[src/rtl/spi_pkg.sv]
// Shared definitions for the SPI receive slave.
//   DATA_W_DEF      : default frame length in bits
//   SYNC_STAGES_DEF : default synchronizer depth (must be >= 2)
//   spi_state_e     : receive FSM states
package spi_pkg;

  localparam int unsigned DATA_W_DEF      = 16;
  localparam int unsigned SYNC_STAGES_DEF = 2;

  typedef enum logic [1:0] {
    IDLE  = 2'd0,
    SHIFT = 2'd1,
    HOLD  = 2'd2
  } spi_state_e;

endpackage

[src/rtl/spi_sync.sv]
// Multi-flop synchronizer for one asynchronous input with optional
// registered rise/fall edge pulses.
//   clk, reset : system clock, synchronous active-high reset
//   din_i      : asynchronous input
//   sync_o     : synchronized level (last synchronizer stage)
//   rise_o     : one-clk pulse on a synchronized 0->1 transition
//   fall_o     : one-clk pulse on a synchronized 1->0 transition
//   RST_VAL    : value loaded into every stage on reset
//   EDGE_EN    : 0 ties rise_o/fall_o low and removes the edge logic
module spi_sync
  import spi_pkg::*;
#(
  parameter int unsigned SYNC_STAGES = SYNC_STAGES_DEF,
  parameter logic        RST_VAL     = 1'b0,
  parameter bit          EDGE_EN     = 1'b1
) (
  input  logic clk,
  input  logic reset,
  input  logic din_i,
  output logic sync_o,
  output logic rise_o,
  output logic fall_o
);

  logic [SYNC_STAGES-1:0] stages_q;

  always_ff @(posedge clk) begin
    if (reset) begin
      stages_q <= {SYNC_STAGES{RST_VAL}};
    end else begin
      stages_q <= {stages_q[SYNC_STAGES-2:0], din_i};
    end
  end

  assign sync_o = stages_q[SYNC_STAGES-1];

  generate
    if (EDGE_EN) begin : g_edge
      logic prev_q;
      logic rise_q;
      logic fall_q;

      // Edge pulses are registered so that each event is seen for exactly
      // one clk and never glitches with the synchronizer output.
      always_ff @(posedge clk) begin
        if (reset) begin
          prev_q <= RST_VAL;
          rise_q <= 1'b0;
          fall_q <= 1'b0;
        end else begin
          prev_q <= sync_o;
          rise_q <= sync_o & ~prev_q;
          fall_q <= ~sync_o & prev_q;
        end
      end

      assign rise_o = rise_q;
      assign fall_o = fall_q;
    end else begin : g_no_edge
      assign rise_o = 1'b0;
      assign fall_o = 1'b0;
    end
  endgenerate

endmodule

[src/rtl/spi_slave_rx.sv]
// SPI receive-only slave (mode 0, MSB first) running entirely on clk.
//   clk, reset  : system clock, synchronous active-high reset
//   spi_cs_l    : chip select, active low, asynchronous
//   spi_sclk    : serial clock, idle low, asynchronous
//   spi_data    : serial data, sampled on sclk rising edge
//   dataout     : last completed frame, held until the next one completes
//   data_valid  : one-clk pulse when dataout is updated
//   bit_count   : bits received in the current frame
//   busy        : a frame is active
//   frame_err   : one-clk pulse when cs ends a partial frame
//   overrun_err : one-clk pulse per extra sclk rise after a full frame
module spi_slave_rx
  import spi_pkg::*;
#(
  parameter int unsigned DATA_W      = DATA_W_DEF,
  parameter int unsigned SYNC_STAGES = SYNC_STAGES_DEF
) (
  input  logic              clk,
  input  logic              reset,
  input  logic              spi_cs_l,
  input  logic              spi_sclk,
  input  logic              spi_data,
  output logic [DATA_W-1:0] dataout,
  output logic              data_valid,
  output logic [4:0]        bit_count,
  output logic              busy,
  output logic              frame_err,
  output logic              overrun_err
);

  localparam int unsigned SETTLE_MAX = SYNC_STAGES + 1;
  localparam int unsigned SETTLE_W   = $clog2(SETTLE_MAX + 1);

  logic cs_sync, cs_rise, cs_fall;
  logic sclk_rise;
  logic sclk_sync_unused, sclk_fall_unused;
  logic data_sync, data_rise_unused, data_fall_unused;

  spi_sync #(.SYNC_STAGES(SYNC_STAGES), .RST_VAL(1'b1), .EDGE_EN(1'b1)) u_cs_sync (
    .clk   (clk),
    .reset (reset),
    .din_i (spi_cs_l),
    .sync_o(cs_sync),
    .rise_o(cs_rise),
    .fall_o(cs_fall)
  );

  spi_sync #(.SYNC_STAGES(SYNC_STAGES), .RST_VAL(1'b0), .EDGE_EN(1'b1)) u_sclk_sync (
    .clk   (clk),
    .reset (reset),
    .din_i (spi_sclk),
    .sync_o(sclk_sync_unused),
    .rise_o(sclk_rise),
    .fall_o(sclk_fall_unused)
  );

  spi_sync #(.SYNC_STAGES(SYNC_STAGES), .RST_VAL(1'b0), .EDGE_EN(1'b0)) u_data_sync (
    .clk   (clk),
    .reset (reset),
    .din_i (spi_data),
    .sync_o(data_sync),
    .rise_o(data_rise_unused),
    .fall_o(data_fall_unused)
  );

  spi_state_e        state_q, state_d;
  logic [DATA_W-1:0] shift_q, shift_d;
  logic [4:0]        cnt_q, cnt_d;
  logic              load_q, load_d;
  logic              ferr_q, ferr_d;
  logic              oerr_q, oerr_d;
  logic [DATA_W-1:0] dout_q;
  logic              dv_q;
  logic [SETTLE_W-1:0] settle_q;
  logic              armed_q;
  logic              settled;

  // The cs synchronizer resets to "high", so a master still holding cs low
  // through reset would look like a fresh falling edge once reset drops.
  // Frames are only accepted after cs has been seen genuinely high with the
  // synchronizer refilled from real samples.
  assign settled = (settle_q == SETTLE_W'(SETTLE_MAX));

  always_ff @(posedge clk) begin
    if (reset) begin
      settle_q <= '0;
      armed_q  <= 1'b0;
    end else begin
      if (!settled) begin
        settle_q <= settle_q + SETTLE_W'(1);
      end
      armed_q <= armed_q | (settled & cs_sync);
    end
  end

  always_comb begin
    state_d = state_q;
    shift_d = shift_q;
    cnt_d   = cnt_q;
    load_d  = 1'b0;
    ferr_d  = 1'b0;
    oerr_d  = 1'b0;
    unique case (state_q)
      IDLE: begin
        if (cs_fall && armed_q) begin
          state_d = SHIFT;
          shift_d = '0;
          cnt_d   = '0;
        end
      end
      SHIFT: begin
        // cs deassertion takes priority over a coincident sclk edge
        if (cs_rise) begin
          state_d = IDLE;
          cnt_d   = '0;
          ferr_d  = (cnt_q != '0);
        end else if (sclk_rise) begin
          shift_d = {shift_q[DATA_W-2:0], data_sync};
          cnt_d   = cnt_q + 5'd1;
          if (cnt_q == 5'(DATA_W - 1)) begin
            state_d = HOLD;
            load_d  = 1'b1;
          end
        end
      end
      HOLD: begin
        if (cs_rise) begin
          state_d = IDLE;
          cnt_d   = '0;
        end else if (sclk_rise) begin
          oerr_d = 1'b1;
        end
      end
      default: begin
        state_d = IDLE;
        cnt_d   = '0;
      end
    endcase
  end

  always_ff @(posedge clk) begin
    if (reset) begin
      state_q <= IDLE;
      shift_q <= '0;
      cnt_q   <= '0;
      load_q  <= 1'b0;
      ferr_q  <= 1'b0;
      oerr_q  <= 1'b0;
      dout_q  <= '0;
      dv_q    <= 1'b0;
    end else begin
      state_q <= state_d;
      shift_q <= shift_d;
      cnt_q   <= cnt_d;
      load_q  <= load_d;
      ferr_q  <= ferr_d;
      oerr_q  <= oerr_d;
      dv_q    <= load_q;
      if (load_q) begin
        dout_q <= shift_q;
      end
    end
  end

  assign dataout     = dout_q;
  assign data_valid  = dv_q;
  assign bit_count   = cnt_q;
  assign busy        = (state_q != IDLE);
  assign frame_err   = ferr_q;
  assign overrun_err = oerr_q;

endmodule
[config.mk]
export PLATFORM = sky130hd
export DESIGN_NAME = spi_slave_rx
export DESIGN_NICKNAME = d
export VERILOG_FILES = /design/src/rtl/spi_pkg.sv /design/src/rtl/spi_sync.sv /design/src/rtl/spi_slave_rx.sv
export SDC_FILE = /design/constraint.sdc
export NUM_CORES = 1
export LEC_CHECK = 0
export ABC_AREA = 1
export ABC_CLOCK_PERIOD_IN_PS = 3400
export CORE_ASPECT_RATIO = 0.7
export CORE_MARGIN = 5
export CORE_UTILIZATION = 57
export DETAILED_ROUTE_END_ITERATION = 7
export PLACE_DENSITY = 0.83
export SYNTH_ARGS = -nofsm -noshare
export SYNTH_HDL_FRONTEND = slang
export SYNTH_SLANG_ARGS = --single-unit
[constraint.sdc]
create_clock -name clk -period 3.4 [get_ports clk]
set_input_delay 0.51 -clock clk [delete_from_list [all_inputs] [get_ports clk]]
set_output_delay 0.51 -clock clk [all_outputs]
set_load 0.02 [all_outputs]
Yosys cells after proc, flatten, opt, wreduce, memory -nomap -nowiden. Index checks and enable logic that the tools add are counted.

Eq/ne operators: 10. Bitwise operators: 12. Add/sub/neg operators: 2. Reductions and logical operators: 11. Mux-type cells: 17.

Operators with widths (number): $mux W16 (3); $pmux W16 S2 (1); $mux W5 (4); $pmux W5 S3 (1); $mux W2 (5); $reduce_and A4 Y1 (2); $not A1 Y1 (7); $pmux W2 S3 (1); $reduce_or A3 Y1 (2); $add A5 B1 Y5 const B (1); $eq A5 B4 Y1 const B (1); $reduce_bool A5 Y1 (1); $and A1 B1 Y1 (4); $eq A2 B2 Y1 const B (2); $ne A2 B1 Y1 const B (2); $ne A2 B2 Y1 const B (2); $reduce_bool A2 Y1 (2); $reduce_or A4 Y1 (1); $ne A3 B1 Y1 const B (1); $ne A3 B2 Y1 const B (1); $reduce_and A3 Y1 (1); $add A2 B1 Y2 const B (1); $eq A2 B1 Y1 const B (1); $logic_not A2 Y1 (1); 3 further kinds (4).

Register bits: 57.

Depth between registers and ports, before layout.
Depth in word-level cells: 5. Gate-level depth with buffers: 9. Gate-level depth less buffers: 9.

Modules after synthesis. From an unflattened synthesis, not the netlist that was laid out.

Cell total of the unflattened synthesis: 270. Area, all modules: 2248.4 µm².

By module, submodules not included: spi_slave_rx (cells an instance 232, seq. area each 920.9 µm², area an instance 1895.6 µm², times used 1); spi_sync at u_sclk_sync (cells an instance 15, seq. area each 100.1 µm², area an instance 140.1 µm², times used 1); spi_sync at u_cs_sync (cells an instance 14, seq. area each 100.1 µm², area an instance 138.9 µm², times used 1); spi_sync at u_data_sync (cells an instance 9, seq. area each 40.0 µm², area an instance 73.8 µm², times used 1).

Worst setup path before layout. Ideal clock, no wire load.

Path kind: reg2reg. Start point: register cnt_q[0], in the netlist bit_count[0]. End point: register cnt_q[4], in the netlist bit_count[4]. Path buffers: 0. Clock period less this slack: 1427 ps. Setup slack: 1973 ps. Arrival time: 1362 ps. Stages on the path, launching flop included: 10. Cell sequence: dfxtp_1 > ha_1 > nand2_1 > nor2_1 > ha_1 > nor2_1 > nand2_1 > nand3_1 > nand2_1 > nor2_1.

Word-level cells in the longest chain between the ends: 4.

Ends and longest elaborated chain: start: declaration (RTL line spi_slave_rx.sv:68) `logic [4:0] cnt_q, cnt_d;`; start signal: assignment (RTL line spi_slave_rx.sv:154) `cnt_q <= cnt_d;`; $add A5 B1 Y5 (RTL line spi_slave_rx.sv:119) `cnt_d = cnt_q + 5'd1;`; $mux W5 (RTL line spi_slave_rx.sv:117) `end else if (sclk_rise) begin`; $mux W5 (RTL line spi_slave_rx.sv:113) `if (cs_rise) begin`; $pmux W5 S3 (RTL line spi_slave_rx.sv:103) `unique case (state_q)`.

Every way passes these cells. The select of a mux whose other input is x is not followed. A chain may end at the register's enable or synchronous reset.

Worst setup path in the final report.
Start point: register state_q[1]. End point: output port busy.

Word-level cells in the longest chain between the ends: 1.

Ends and longest elaborated chain: start: declaration (RTL line spi_slave_rx.sv:66) `spi_state_e state_q, state_d;`; start signal: assignment (RTL line spi_slave_rx.sv:152) `state_q <= state_d;`; $reduce_bool A2 Y1 (RTL line spi_slave_rx.sv:168) `assign busy = (state_q != IDLE);`; end: declaration (RTL line spi_slave_rx.sv:26) `output logic busy,`.

Every way passes these cells.

==> run metrics <==
PnR worst setup slack=1.39 ns; hpwl dp=2850 microns; n_diodes=0; Worst Tran Pin Value=0.652 ns; Compound-Gate Fraction of Synth Area=14.5%; Die Wd=84.0 microns; RSZ-0062 raised after global routing=no; outcome=finished, final reports clean; total power=1450 uW; vias in the first global route=1520; setup_tns=0 ns; mux cell area share after synthesis=0%; Async SR Flop Fraction=0%; Syn Area/Cell=8.03 sq um; GRT met3 Usage=8.70%; Synth Area in Adders=2.29%; final worst-path cycle share=59.2%; Die ar.=5190 sq um; crit start category=flip-flop; Worst Clk Skew=0.00300 ns; Synth Area in Simple Gates=22.9%; xor/xnor share of the synthesized area=0%; Vias/cell=5.01; arrival time worst endpoint=1.50 ns; main flop type after synthesis=dfxtp_1; Longest Clk Path Bufs=2; root buffer cell=clkbuf_8; initial DRC count=119; Die Span Y=61.8 microns; R2R Setup Slk=1.90 ns; Worst VDD drop=442 uV; Layout area overhead=21.1%; largest net degree at the start of global routing=36; synthesized cell area=2180 sq um; CTS tree=done; H-tree levels=3; Hold Path Stages=1; Routed Antenna Nets=0; share of cells above drive strength 1=8.55%; Core Region=3600 sq um; crit-path max FO=4; final-report hold violation count=0; PortBufs=29; slowest stage cell, crit path=clkdlybuf4s50_1; hold buffers post-CTS=0; GR Util met2=26.6%; largest family of logic cells by synthesized area=simple AND/OR/NAND/NOR gates; top achievable clock speed=496 MHz; busiest layer in global routing=met2; largest cells by area after synthesis=dfxtp_1 (52%), nor2_1 (12%), o21ai_0 (5.7%), inv_1 (4.6%), a22oi_1 (3.8%); global-route wire length before repair=6910 microns; pre-CTS WS=1.36 ns; Flop pwr share=50.5%; Leak Pwr=0.00120 uW; GPL Wtd Cong=0.854; Routed WL=4200 microns; sequential fraction of the synthesis area=52.3%; min cycle time layout=2.01 ns; Sw Pwr=374 uW; worst hold path type=flip-flop to flip-flop; CP peak stage delay=0.59 ns; critical path type=flip-flop to output port; drt wl/cell=11.9 microns; Reg clk slew, reported paths=0.05 ns; gr ovfl total=0; Post-synth EDFFs=0; worst rel slew slack=56.5%; clock power share=36.3%; Comb power frac=13.2%; R2R cell count=6; Critical Path RT=2.89 ns; max-slew violation count=0; max cap viols=0; Total Routing Usage GR=17.5%; #FFs+latches synth=57; # rows=18; Yosys top cell by area=dfxtp_1; boundary pin count=30; Post-CTS Setup Inserts=0; Critical R2R Launch=state_q[0]; Min-Delay Endpoint=u_sclk_sync.rise_o; total number of vias=1774; initial antenna violation count=0; r2r endpoint=shift_q[4]; clock tree sinks=57; Initial Util=60.6%; net count after synthesis=281; Synth warnings=0; Pre-antenna DRT Iters=4; setup violators final=0; # nets final=310; GR Util met1=21.9%; Internal Power=1070 uW; Synth top area share=52.3%; Sw Ratio=25.8%; Yosys cell types=27; Worst Hold Launch=u_sclk_sync.g_edge.prev_q; top cells by count, synth=nor2_1 (67), dfxtp_1 (57), inv_1 (27), o21ai_0 (25), nand2_1 (22); most frequent cell after synthesis=nor2_1; Skew-Pair Late Insertion Delay=0.33 ns; Residual DRC=0; critical path cell sequence=nor2_2 > inv_1 > clkdlybuf4s50_1; CP endpoint kind=output port; CTS Buf Count=9; Power Density=547 nW/um^2; post-CTS sizing=0; Mapped Cells=272
power groups by stage:
stage | Sequential [uW] | Clock [uW] | Combinational, uW
after global placement | 743 | 0 | 188
after detailed placement | 744 | 0 | 189
final | 731 | 524 | 191
after global routing | 736 | 571 | 214
after floorplan | 753 | 0 | 119
after CTS | 730 | 539 | 191
critical path, delay by kind of cell, from the launching register on:
kind,cells,cell delay [ns]
buf+inv,2,0.65
flops,1,0.44
simple gates,1,0.09
stage by stage:
stage          util [%]  area [sq um]  instances  hold WS (ns)
4_1_cts            73.4          2640        354         0.392
5_1_grt            73.4          2640        354         0.414
3_5_place_dp       68.9          2480        340         0.386
6_report           73.4          2640        354         0.394
2_1_floorplan         -          2180        272         0.373
3_3_place_gp       68.9          2480        340         0.378
sequential cells by signal, indices dropped and copies added (netlist names):
name	flops
overrun_err	1
bit_count	5
load_q	1
shift_q	16
u_data_sync.stages_q	2
u_sclk_sync.stages_q	2
u_cs_sync.stages_q	2
settle_q	2
u_cs_sync.fall_o	1
armed_q	1
u_sclk_sync.g_edge.prev_q	1
state_q	2
frame_err	1
dataout	16
data_valid	1
u_sclk_sync.rise_o	1
u_cs_sync.rise_o	1
u_cs_sync.g_edge.prev_q	1
area by class of cell:
cell class / count / area, sq um
Sequential cell: 57 / 1140
Fill cell: 290 / 960
Multi-Input combinational cell: 173 / 866
Timing Repair Buffer: 30 / 298
Clock buffer: 14 / 163
Inverter: 30 / 114
Tap cell: 50 / 62.6
layout by cell type, fill, tap and decap left out, types with 2 or more instances in the layout:
master,n
nor2_1,67
dfxtp_1,57
clkdlybuf4s50_1,29
inv_1,27
o21ai_0,25
nand2_1,22
a22oi_1,11
clkbuf_8,11
a21oi_1,10
o21ai_1,10
nand3_1,8
ha_1,4
nand2_4,3
clkbuf_1,3
inv_2,2
nor2_4,2
nand3_2,2
nor3_1,2
or2_2,2
cells by family (layout without fill, tap and decap cells):
group           Yosys count  count (layout)
simple gates            112             112
flops                    57              57
fa+ha+maj                 4               4
buf+inv                  42              74
compound gates           57              57
worst max path at each step:
| stage | cells past startpoint | start | slack [ns] | to |
|---|---|---|---|---|
| detailed placement | 6 | reset | 1.36 | u_cs_sync.fall_o |
| finish | 3 | state_q[1] | 1.39 | busy |
| global route | 3 | state_q[1] | 1.31 | busy |
| CTS | 3 | state_q[1] | 1.36 | busy |
| global placement | 6 | reset | 1.39 | u_cs_sync.fall_o |
| floorplan | 9 | bit_count[0] | 1.97 | bit_count[4] |
metal layers:
metal	up-vias	share of wire [%]
met5	-	0
met4	0	0.76
met3	4	7.7
met2	53	42
met1	785	50
li1	932	-
No activity file was read; power rests on OpenSTA's default activity.
